$ cat src/rtl/decode_regfile_sb_if.sv
// rtl/decode_regfile_sb_if.sv - bus bundle between decode logic and the register file/scoreboard
// Purpose: groups read ports, write/writeback port, load issue port and status outputs.
// Signals:
//   rd_addr/rd_use -> rd_data   NREAD read ports, port i at [i*AW +: AW] / [i*DATA_W +: DATA_W]
//   wr_en/wr_addr/wr_data/wr_ld  write port; wr_ld marks a load writeback
//   iss_en/iss_addr              load issue, marks destination busy
//   stall/busy_vec/stall_cnt     scoreboard status
// Modports: master drives requests, slave is the register file.
interface decode_regfile_sb_if #(
  parameter int DATA_W = 32,
  parameter int NREGS  = 32,
  parameter int NREAD  = 2,
  parameter int CNT_W  = 16
);
  localparam int AW = $clog2(NREGS);

  logic [NREAD*AW-1:0]     rd_addr;
  logic [NREAD-1:0]        rd_use;
  logic [NREAD*DATA_W-1:0] rd_data;
  logic                    wr_en;
  logic [AW-1:0]           wr_addr;
  logic [DATA_W-1:0]       wr_data;
  logic                    wr_ld;
  logic                    iss_en;
  logic [AW-1:0]           iss_addr;
  logic                    stall;
  logic [NREGS-1:0]        busy_vec;
  logic [CNT_W-1:0]        stall_cnt;

  modport master (
    output rd_addr, rd_use, wr_en, wr_addr, wr_data, wr_ld, iss_en, iss_addr,
    input  rd_data, stall, busy_vec, stall_cnt
  );

  modport slave (
    input  rd_addr, rd_use, wr_en, wr_addr, wr_data, wr_ld, iss_en, iss_addr,
    output rd_data, stall, busy_vec, stall_cnt
  );
endinterface

$ cat src/rtl/decode_regfile_sb.sv
// rtl/decode_regfile_sb.sv - decode-stage register file with load scoreboard and stall counter
// Purpose: NREAD combinational read ports, one synchronous write port, optional write->read
//   bypass, optional hardwired zero register, per-register busy bits for outstanding loads,
//   stall generation for reads of busy registers and a wrapping stall-cycle counter.
// Ports:
//   clk  clock, all state updates on posedge
//   rst  asynchronous active-high reset
//   bus  decode_regfile_sb_if.slave (read/write/issue ports and status outputs)
module decode_regfile_sb #(
  parameter int DATA_W   = 32,
  parameter int NREGS    = 32,
  parameter int NREAD    = 2,
  parameter int BYPASS   = 1,
  parameter int ZERO_REG = 1,
  parameter int CNT_W    = 16
) (
  input  logic                clk,
  input  logic                rst,
  decode_regfile_sb_if.slave  bus
);
  localparam int AW = $clog2(NREGS);

  logic [DATA_W-1:0]       regs [NREGS];
  logic [NREGS-1:0]        busy;
  logic [NREGS-1:0]        busy_nxt;
  logic [CNT_W-1:0]        cnt;
  logic [NREAD-1:0]        hit;
  logic [NREAD*DATA_W-1:0] rd;
  logic                    stall;
  logic                    wr_ok;
  logic                    ld_clr;

  // Writes to the hardwired zero register are dropped entirely.
  assign wr_ok  = bus.wr_en && !((ZERO_REG != 0) && (bus.wr_addr == '0));
  assign ld_clr = bus.wr_en && bus.wr_ld;

  always_ff @(posedge clk or posedge rst) begin
    if (rst) begin
      for (int r = 0; r < NREGS; r++) regs[r] <= '0;
    end else if (wr_ok) begin
      regs[bus.wr_addr] <= bus.wr_data;
    end
  end

  // Issue is applied after clear so a load issuing onto a register whose previous
  // load is writing back this cycle leaves it busy.
  always_comb begin
    busy_nxt = busy;
    if (ld_clr) busy_nxt[bus.wr_addr] = 1'b0;
    if (bus.iss_en) busy_nxt[bus.iss_addr] = 1'b1;
    if (ZERO_REG != 0) busy_nxt[0] = 1'b0;
  end

  always_ff @(posedge clk or posedge rst) begin
    if (rst) begin
      busy <= '0;
      cnt  <= '0;
    end else begin
      busy <= busy_nxt;
      if (stall) cnt <= cnt + CNT_W'(1);
    end
  end

  // Read ports and per-port busy hits. A load writing back in the same cycle is
  // forwarded (when bypassing), so its pending busy bit must not stall the reader.
  always_comb begin
    logic [AW-1:0]     a;
    logic [DATA_W-1:0] d;
    logic              fwd_clr;
    hit = '0;
    rd  = '0;
    for (int i = 0; i < NREAD; i++) begin
      a = bus.rd_addr[i*AW +: AW];
      d = regs[a];
      if ((BYPASS != 0) && wr_ok && (bus.wr_addr == a)) d = bus.wr_data;
      if ((ZERO_REG != 0) && (a == '0)) d = '0;
      rd[i*DATA_W +: DATA_W] = d;
      fwd_clr = (BYPASS != 0) && ld_clr && (bus.wr_addr == a);
      hit[i]  = bus.rd_use[i] && busy[a] && !fwd_clr;
    end
  end

  assign stall         = |hit;
  assign bus.stall     = stall;
  assign bus.rd_data   = rd;
  assign bus.busy_vec  = busy;
  assign bus.stall_cnt = cnt;
endmodule

$ cat src/flat_wrapper.sv
// flat-port wrapper written by rule: the top's interface ports become plain ports
module decode_regfile_sb_flat 
#(
  parameter int DATA_W   = 32,
  parameter int NREGS    = 32,
  parameter int NREAD    = 2,
  parameter int BYPASS   = 1,
  parameter int ZERO_REG = 1,
  parameter int CNT_W    = 16
)
  (clk, rst, bus_rd_addr, bus_rd_use, bus_wr_en, bus_wr_addr, bus_wr_data, bus_wr_ld, bus_iss_en, bus_iss_addr, bus_rd_data, bus_stall, bus_busy_vec, bus_stall_cnt);
  decode_regfile_sb_if #(.DATA_W(DATA_W), .NREGS(NREGS), .NREAD(NREAD), .CNT_W(CNT_W)) bus_i ();
  input  logic clk;
  input  logic rst;
  input wire logic [$bits(bus_i.rd_addr)-1:0] bus_rd_addr;
  input wire logic [$bits(bus_i.rd_use)-1:0] bus_rd_use;
  input wire logic [$bits(bus_i.wr_en)-1:0] bus_wr_en;
  input wire logic [$bits(bus_i.wr_addr)-1:0] bus_wr_addr;
  input wire logic [$bits(bus_i.wr_data)-1:0] bus_wr_data;
  input wire logic [$bits(bus_i.wr_ld)-1:0] bus_wr_ld;
  input wire logic [$bits(bus_i.iss_en)-1:0] bus_iss_en;
  input wire logic [$bits(bus_i.iss_addr)-1:0] bus_iss_addr;
  output wire logic [$bits(bus_i.rd_data)-1:0] bus_rd_data;
  output wire logic [$bits(bus_i.stall)-1:0] bus_stall;
  output wire logic [$bits(bus_i.busy_vec)-1:0] bus_busy_vec;
  output wire logic [$bits(bus_i.stall_cnt)-1:0] bus_stall_cnt;
  assign bus_i.rd_addr = bus_rd_addr;
  assign bus_i.rd_use = bus_rd_use;
  assign bus_i.wr_en = bus_wr_en;
  assign bus_i.wr_addr = bus_wr_addr;
  assign bus_i.wr_data = bus_wr_data;
  assign bus_i.wr_ld = bus_wr_ld;
  assign bus_i.iss_en = bus_iss_en;
  assign bus_i.iss_addr = bus_iss_addr;
  assign bus_rd_data = bus_i.rd_data;
  assign bus_stall = bus_i.stall;
  assign bus_busy_vec = bus_i.busy_vec;
  assign bus_stall_cnt = bus_i.stall_cnt;
  decode_regfile_sb #(.DATA_W(DATA_W), .NREGS(NREGS), .NREAD(NREAD), .BYPASS(BYPASS), .ZERO_REG(ZERO_REG), .CNT_W(CNT_W)) u_core (.clk(clk), .rst(rst), .bus(bus_i));
endmodule
$ cat config.mk
export PLATFORM = sky130hd
export DESIGN_NAME = decode_regfile_sb_flat
export DESIGN_NICKNAME = d
export VERILOG_FILES = /design/src/rtl/decode_regfile_sb_if.sv /design/src/rtl/decode_regfile_sb.sv /design/src/flat_wrapper.sv
export SDC_FILE = /design/constraint.sdc
export NUM_CORES = 2
export LEC_CHECK = 0
export ABC_AREA = 1
export BUFFER_PORTS_ARGS = -buffer_cell sky130_fd_sc_hd__buf_4
export CORE_UTILIZATION = 63
export CTS_CLUSTER_SIZE = 25
export DETAILED_ROUTE_END_ITERATION = 7
export MAX_ROUTING_LAYER = met4
export PLACE_DENSITY = 0.8
export SLEW_MARGIN = 20
export SYNTH_ARGS = -nofsm -noshare
export SYNTH_HDL_FRONTEND = slang
export SYNTH_SLANG_ARGS = --single-unit
$ cat constraint.sdc
create_clock -name clk -period 53.6 [get_ports clk]
set_clock_uncertainty 0.15 [all_clocks]
set_input_delay 10.72 -clock clk [delete_from_list [all_inputs] [get_ports clk]]
set_output_delay 10.72 -clock clk [all_outputs]
set_load 0.05 [all_outputs]
# Yosys cells after proc, flatten, opt, wreduce, memory -nomap -nowiden
# Cells that the tools add are included.
[op_classes]
eq_ne = 2
mul = 0
mux = 23
div_mod_pow = 0
bitwise = 6
n_reduce_logical = 20
shift = 0
n_lt_le_gt_ge = 10
add_sub_neg = 1
[op_table]
columns = ["operator", "count"]
rows = [
  ["$bwmux 1024", 1],
  ["$mux 32", 11],
  ["$bmux 32 s5", 2],
  ["$demux 32 s5", 1],
  ["$and 32x32->32", 1],
  ["$not 32->32", 1],
  ["$or 32x32->32", 1],
  ["$lt 5x6->1 const B", 4],
  ["$ge 6x6->1 const B", 3],
  ["$not 5->6", 3],
  ["$add 16x1->16 const B", 1],
  ["$logic_not 5->1", 3],
  ["$logic_and 1x1->1", 13],
  ["$bmux 1 s5", 2],
  ["$demux 1 s5", 2],
  ["$eq 5x5->1", 2],
  ["$ge 5x1->1 const B", 2],
  ["$lt 6x1->1 const B", 1],
  ["$mux 1", 4],
  ["$logic_not 1->1", 3],
  ["$reduce_or 2->1", 1],
]
[word_totals]
ram_bits = 0
n_memories = 0
in_bits = 59
ff_bits = 1071
romBits = 0
latch_bits = 0
output_inout_bits = 113

# Logic depth before layout (Yosys ltp)
[depth]
word_depth = 9
ltp_mapped = 14

# Least setup slack after synthesis
# No wires, ideal clock.
[synth_path]
path_type = "input to output"
start = "in bus_wr_addr[0]"
end = "out bus_rd_data[16]"
required_ns = 42.730
setup_slack_ns = 30.093
cell_stages = 11
path_buffers = 4
t_arrival_ns = 12.637
cell_sequence = "buf_4 buf_6 nand2_1 nand2_1 nor2_2 nand3_2 nor2_4 inv_2 buf_2 buf_6 a21oi_1"
[synth_between]
elab_chain_cells = 6
word_cells_on_any_way = 7
classes_between = "1 x eq/ne; 2 x mux; 4 x reduce/logical"
[synth_rtl]
columns = ["element", "line", "text"]
rows = [
  ["start, declared", "flat_wrapper.sv:18", "input wire logic [$bits(bus_i.wr_addr)-1:0] bus_wr_addr;"],
  ["$logic_not 5->1", "decode_regfile_sb.sv:34", "assign wr_ok = bus.wr_en && !((ZERO_REG != 0) && (bus.wr_addr == '0));"],
  ["$logic_not 1->1", "decode_regfile_sb.sv:34", ""],
  ["$logic_and 1x1->1", "decode_regfile_sb.sv:34", ""],
  ["$logic_and 1x1->1 (*)", "decode_regfile_sb.sv:75", "if ((BYPASS != 0) && wr_ok && (bus.wr_addr == a)) d = bus.wr_data;"],
  ["$mux 32 (*)", "decode_regfile_sb.sv:75", ""],
  ["$mux 32 (*)", "decode_regfile_sb.sv:76", "if ((ZERO_REG != 0) && (a == '0)) d = '0;"],
  ["end, declared", "flat_wrapper.sv:23", "output wire logic [$bits(bus_i.rd_data)-1:0] bus_rd_data;"],
]
# Every way passes the cells marked *; elsewhere a longest branch is shown, timed or not.

# Worst setup path in the final report
[layout_path]
start = "in bus_rd_addr[0]"
end = "out bus_rd_data[16]"
[layout_between]
elab_chain_cells = 6
word_cells_on_any_way = 9
classes_between = "1 x eq/ne; 5 x mux; 1 x bitwise; 2 x reduce/logical"
[layout_rtl]
columns = ["element", "line", "text"]
rows = [
  ["start, declared", "flat_wrapper.sv:15", "input wire logic [$bits(bus_i.rd_addr)-1:0] bus_rd_addr;"],
  ["$not 5->6 (implied by the code)", "decode_regfile_sb.sv:74", "d = regs[a];"],
  ["$bmux 32 s5", "decode_regfile_sb.sv:74", ""],
  ["$mux 32 (implied by the code) (2 in a row)", "decode_regfile_sb.sv:74", ""],
  ["$mux 32", "decode_regfile_sb.sv:75", ""],
  ["$mux 32 (*)", "decode_regfile_sb.sv:76", ""],
]
# Every way passes the cells marked *; elsewhere a longest branch is shown, timed or not. The select of a mux whose other input is x is not followed.

==> results.cfg <==
[status]
status = finished, final reports clean

[placement]
portBuffers = 170
dpl.hpwl_um = 110000
post-place-ws_ps = 27800
placed_area_um2 = 60700
gp_congestion = 0.891

[global_routing]
grt_max_degree = 239
gr-usage-all-layers_pct = 44.0
grt_overflow = 0
grt_pass1_wl_um = 323000
antenna_found_initial = 7
grt_pass1_vias = 54728

[routing]
vias = 59883
drt_iter0_markers = 10126
drc = 0
drtPass1Iterations = 7
routed_wl_um = 212000
vias_per_cell = 6.61
postRouteAntennaNets = 0
routedWlPerCell_um = 23.4

[clocking]
htreeDepth = 3
clockBufferDepth = 3
cts.sinks = 1071
cts_resized = 0
cts_buffers = 112
cts.root.buffer_cell = clkbuf_16
cts_setup_buffers = 0
clock_latency_ps = 720
clkSlewWorstSetupHoldPaths_ps = 60
hold_buffers = 0
tritoncts = built

[timing]
worst_pin_slew_ps = 1240
setup_ws_ps = 27560
maxSlewHeadroom_pct = 17.2
hold_viol_final = 0
fin_crit_ps = 26040
report.final.slew_viol_count = 0
rsz0062_at_grt = false
finalSetupViolations = 0
fmax_mhz = 38.4
setup_tns_ps = 0
fin_crit_sh_pct = 48.6

[logic_synthesis]
yosysMostFrequentCell = nand2_1
syn_area_um2 = 60700
synth.net_count = 8167
synth_area_leader_cell = dfrtp_1
yosysSeqAreaShare_pct = 44.2
ys_top_cells_by_area = dfrtp_1 (44%), nand2_1 (11%), nand3_1 (7.8%)
yosys_warnings = 0
synth_edf_count = 0
async_reset_ff_share_pct = 100
synth_top_area_share_pct = 44.2
syn_inst = 8107
synth_cell_types = 46
netlist_top_cells_count = nand2_1 (1832), dfrtp_1 (1071), nand3_1 (946)
synth_top_flop_cell = dfrtp_1
avgSynthCellArea_um2 = 7.48
ys_ff_latch = 1071

[critical_path]
worstSetupPathType = in -> out
crit_path_start_kind = primary input
cpPeakStageDelay_ps = 900
path_common_cell = nand2_1
arrival_ps = 15170
path_cells = buf_8 -> buf_4 -> buf_4 -> buf_4 -> nand2_1 -> o211ai_1 -> nand3_1 -> nand2_1 -> nand2_1 -> nand2_1 -> nand2_1 -> nand2_1 -> a21oi_1 -> buf_4
r2r_cells = 10
endpoint_kind = output port
crit_required_ps = 42730
cp_max_fo = 115
slowest_stage = buf_4

[die]
io_pins = 172
dieArea_um2 = 97500
rows = 113
core_area_um2 = 95200
initial_core_util_pct = 63.8
die_w_um = 312
dieHeight_um = 312

[finish]
stdcell_area_um2 = 64600
final_layout_size_suffix_gt1_share_pct = 7.59
synthToLayoutAreaGrowth_pct = 6.52
post-route-util_pct = 67.9
nets = 7753

[power]
power_leakage_nw = 29.4
ir_drop_v = 0.0000268
p_per_area_nw_per_um2 = 37.0

[min_path]
holdPathStages = 0
hold_class = reg -> reg

[job]
cap_violations = 0
[metal layers]
layer | routed length, µm | up-vias | track usage [%] | share of wire, %
li1 | - | 26665 | - | -
met5 | 0 | - | - | 0
met1 | 78500 | 27920 | 57.8 | 37
met4 | 13000 | 0 | 23.6 | 6.1
met3 | 30800 | 954 | 11.5 | 15
met2 | 89500 | 4344 | 62.4 | 42
[where the power goes]
group          internal (mW)  switching, mW  total [mW]
clock network          0.474          0.338       0.812
logic                  0.174          0.349       0.523
registers              0.955         0.0997        1.05
[final timing paths]
kind	to	slack (ps)	from
max in group asynchronous	u_core.bus.busy_vec[4]	38650	rst
max	bus_rd_data[16]	27560	bus_rd_addr[0]
min in group asynchronous	u_core.regs[842]	9990	rst
min reg2reg	u_core.regs[1020]	230	u_core.regs[1020]
min	u_core.regs[1020]	230	u_core.regs[1020]
max reg2reg	u_core.bus.stall_cnt[11]	51320	u_core.bus.busy_vec[24]
[state kept, by name, summed over array words and instances (netlist names)]
name,cells
u_core.regs,1024
u_core.bus.busy_vec,31
u_core.bus.stall_cnt,16
[critical path: cells and delay by family]
| family | cells | cell delay [ps] |
|---|---|---|
| buffers and inverters | 5 | 3210 |
| AND/OR/NAND/NOR | 7 | 820 |
| AO/OA/AOI/OAI | 2 | 230 |
[placed cells by master, fill, tap and decap left out, types with 3 or more instances in the layout]
cell / synthesis / final
dfrtp_1: 1071 / 1071
nor2_1: 58 / 57
o211ai_1: 510 / 510
nand3_2: 5 / 3
or2_2: 21 / 21
clkbuf_8: 0 / 28
a21oi_1: 515 / 515
o22ai_1: 26 / 26
inv_1: 629 / 623
buf_6: 15 / 6
xor2_1: 12 / 12
nand3_4: 19 / 21
buf_4: 23 / 252
buf_12: 3 / 4
clkinv_2: 0 / 21
xnor2_1: 3 / 3
inv_6: 1 / 4
o31ai_1: 5 / 5
o21ai_2: 32 / 32
nand2_4: 4 / 3
nor2_8: 4 / 4
clkinv_4: 0 / 3
nand2_2: 17 / 17
inv_2: 14 / 16
nand4_4: 6 / 8
nor3_4: 6 / 6
nor3_1: 39 / 39
o21ai_0: 910 / 910
nand2_1: 1832 / 1832
bufinv_16: 0 / 9
nand3_1: 946 / 946
o21ai_1: 609 / 609
nand4_1: 3 / 3
clkbuf_1: 346 / 27
buf_8: 0 / 4
diode_2: 0 / 9
clkbuf_16: 0 / 115
[metrics by stage]
step	std cells	hold slack, ps	power, mW
floorplan	8107	279	1.44
global placement	8842	217	1.55
detailed placement	8842	216	1.57
CTS	9048	229	2.38
global route	9056	243	2.50
finish	9059	227	2.39
[cells by family (layout without fill, tap and decap cells)]
kind of cell | Yosys count | count (layout) | synth area share, %
flip-flops | 1071 | 1071 | 44.2
buffers and inverters | 1441 | 1119 | 10.0
adder cells (fa/ha/maj) | 1 | 1 | 0.0206
XOR/XNOR | 15 | 15 | 0.217
other | 1 | 10 | 0.00618
AO/OA/AOI/OAI | 2609 | 2609 | 23.9
AND/OR/NAND/NOR | 2969 | 2969 | 21.6
[cell type report]
cell class | count | area, µm²
Fill cell | 7933 | 30500
Multi-Input combinational cell | 5595 | 27800
Sequential cell | 1071 | 26800
Clock buffer | 170 | 3360
Inverter | 646 | 2460
Timing Repair Buffer | 267 | 2130
Tap cell | 1265 | 1580
Clock inverter | 36 | 438
Antenna cell | 9 | 22.5
Note: power is estimated with default switching activity, not from simulation.
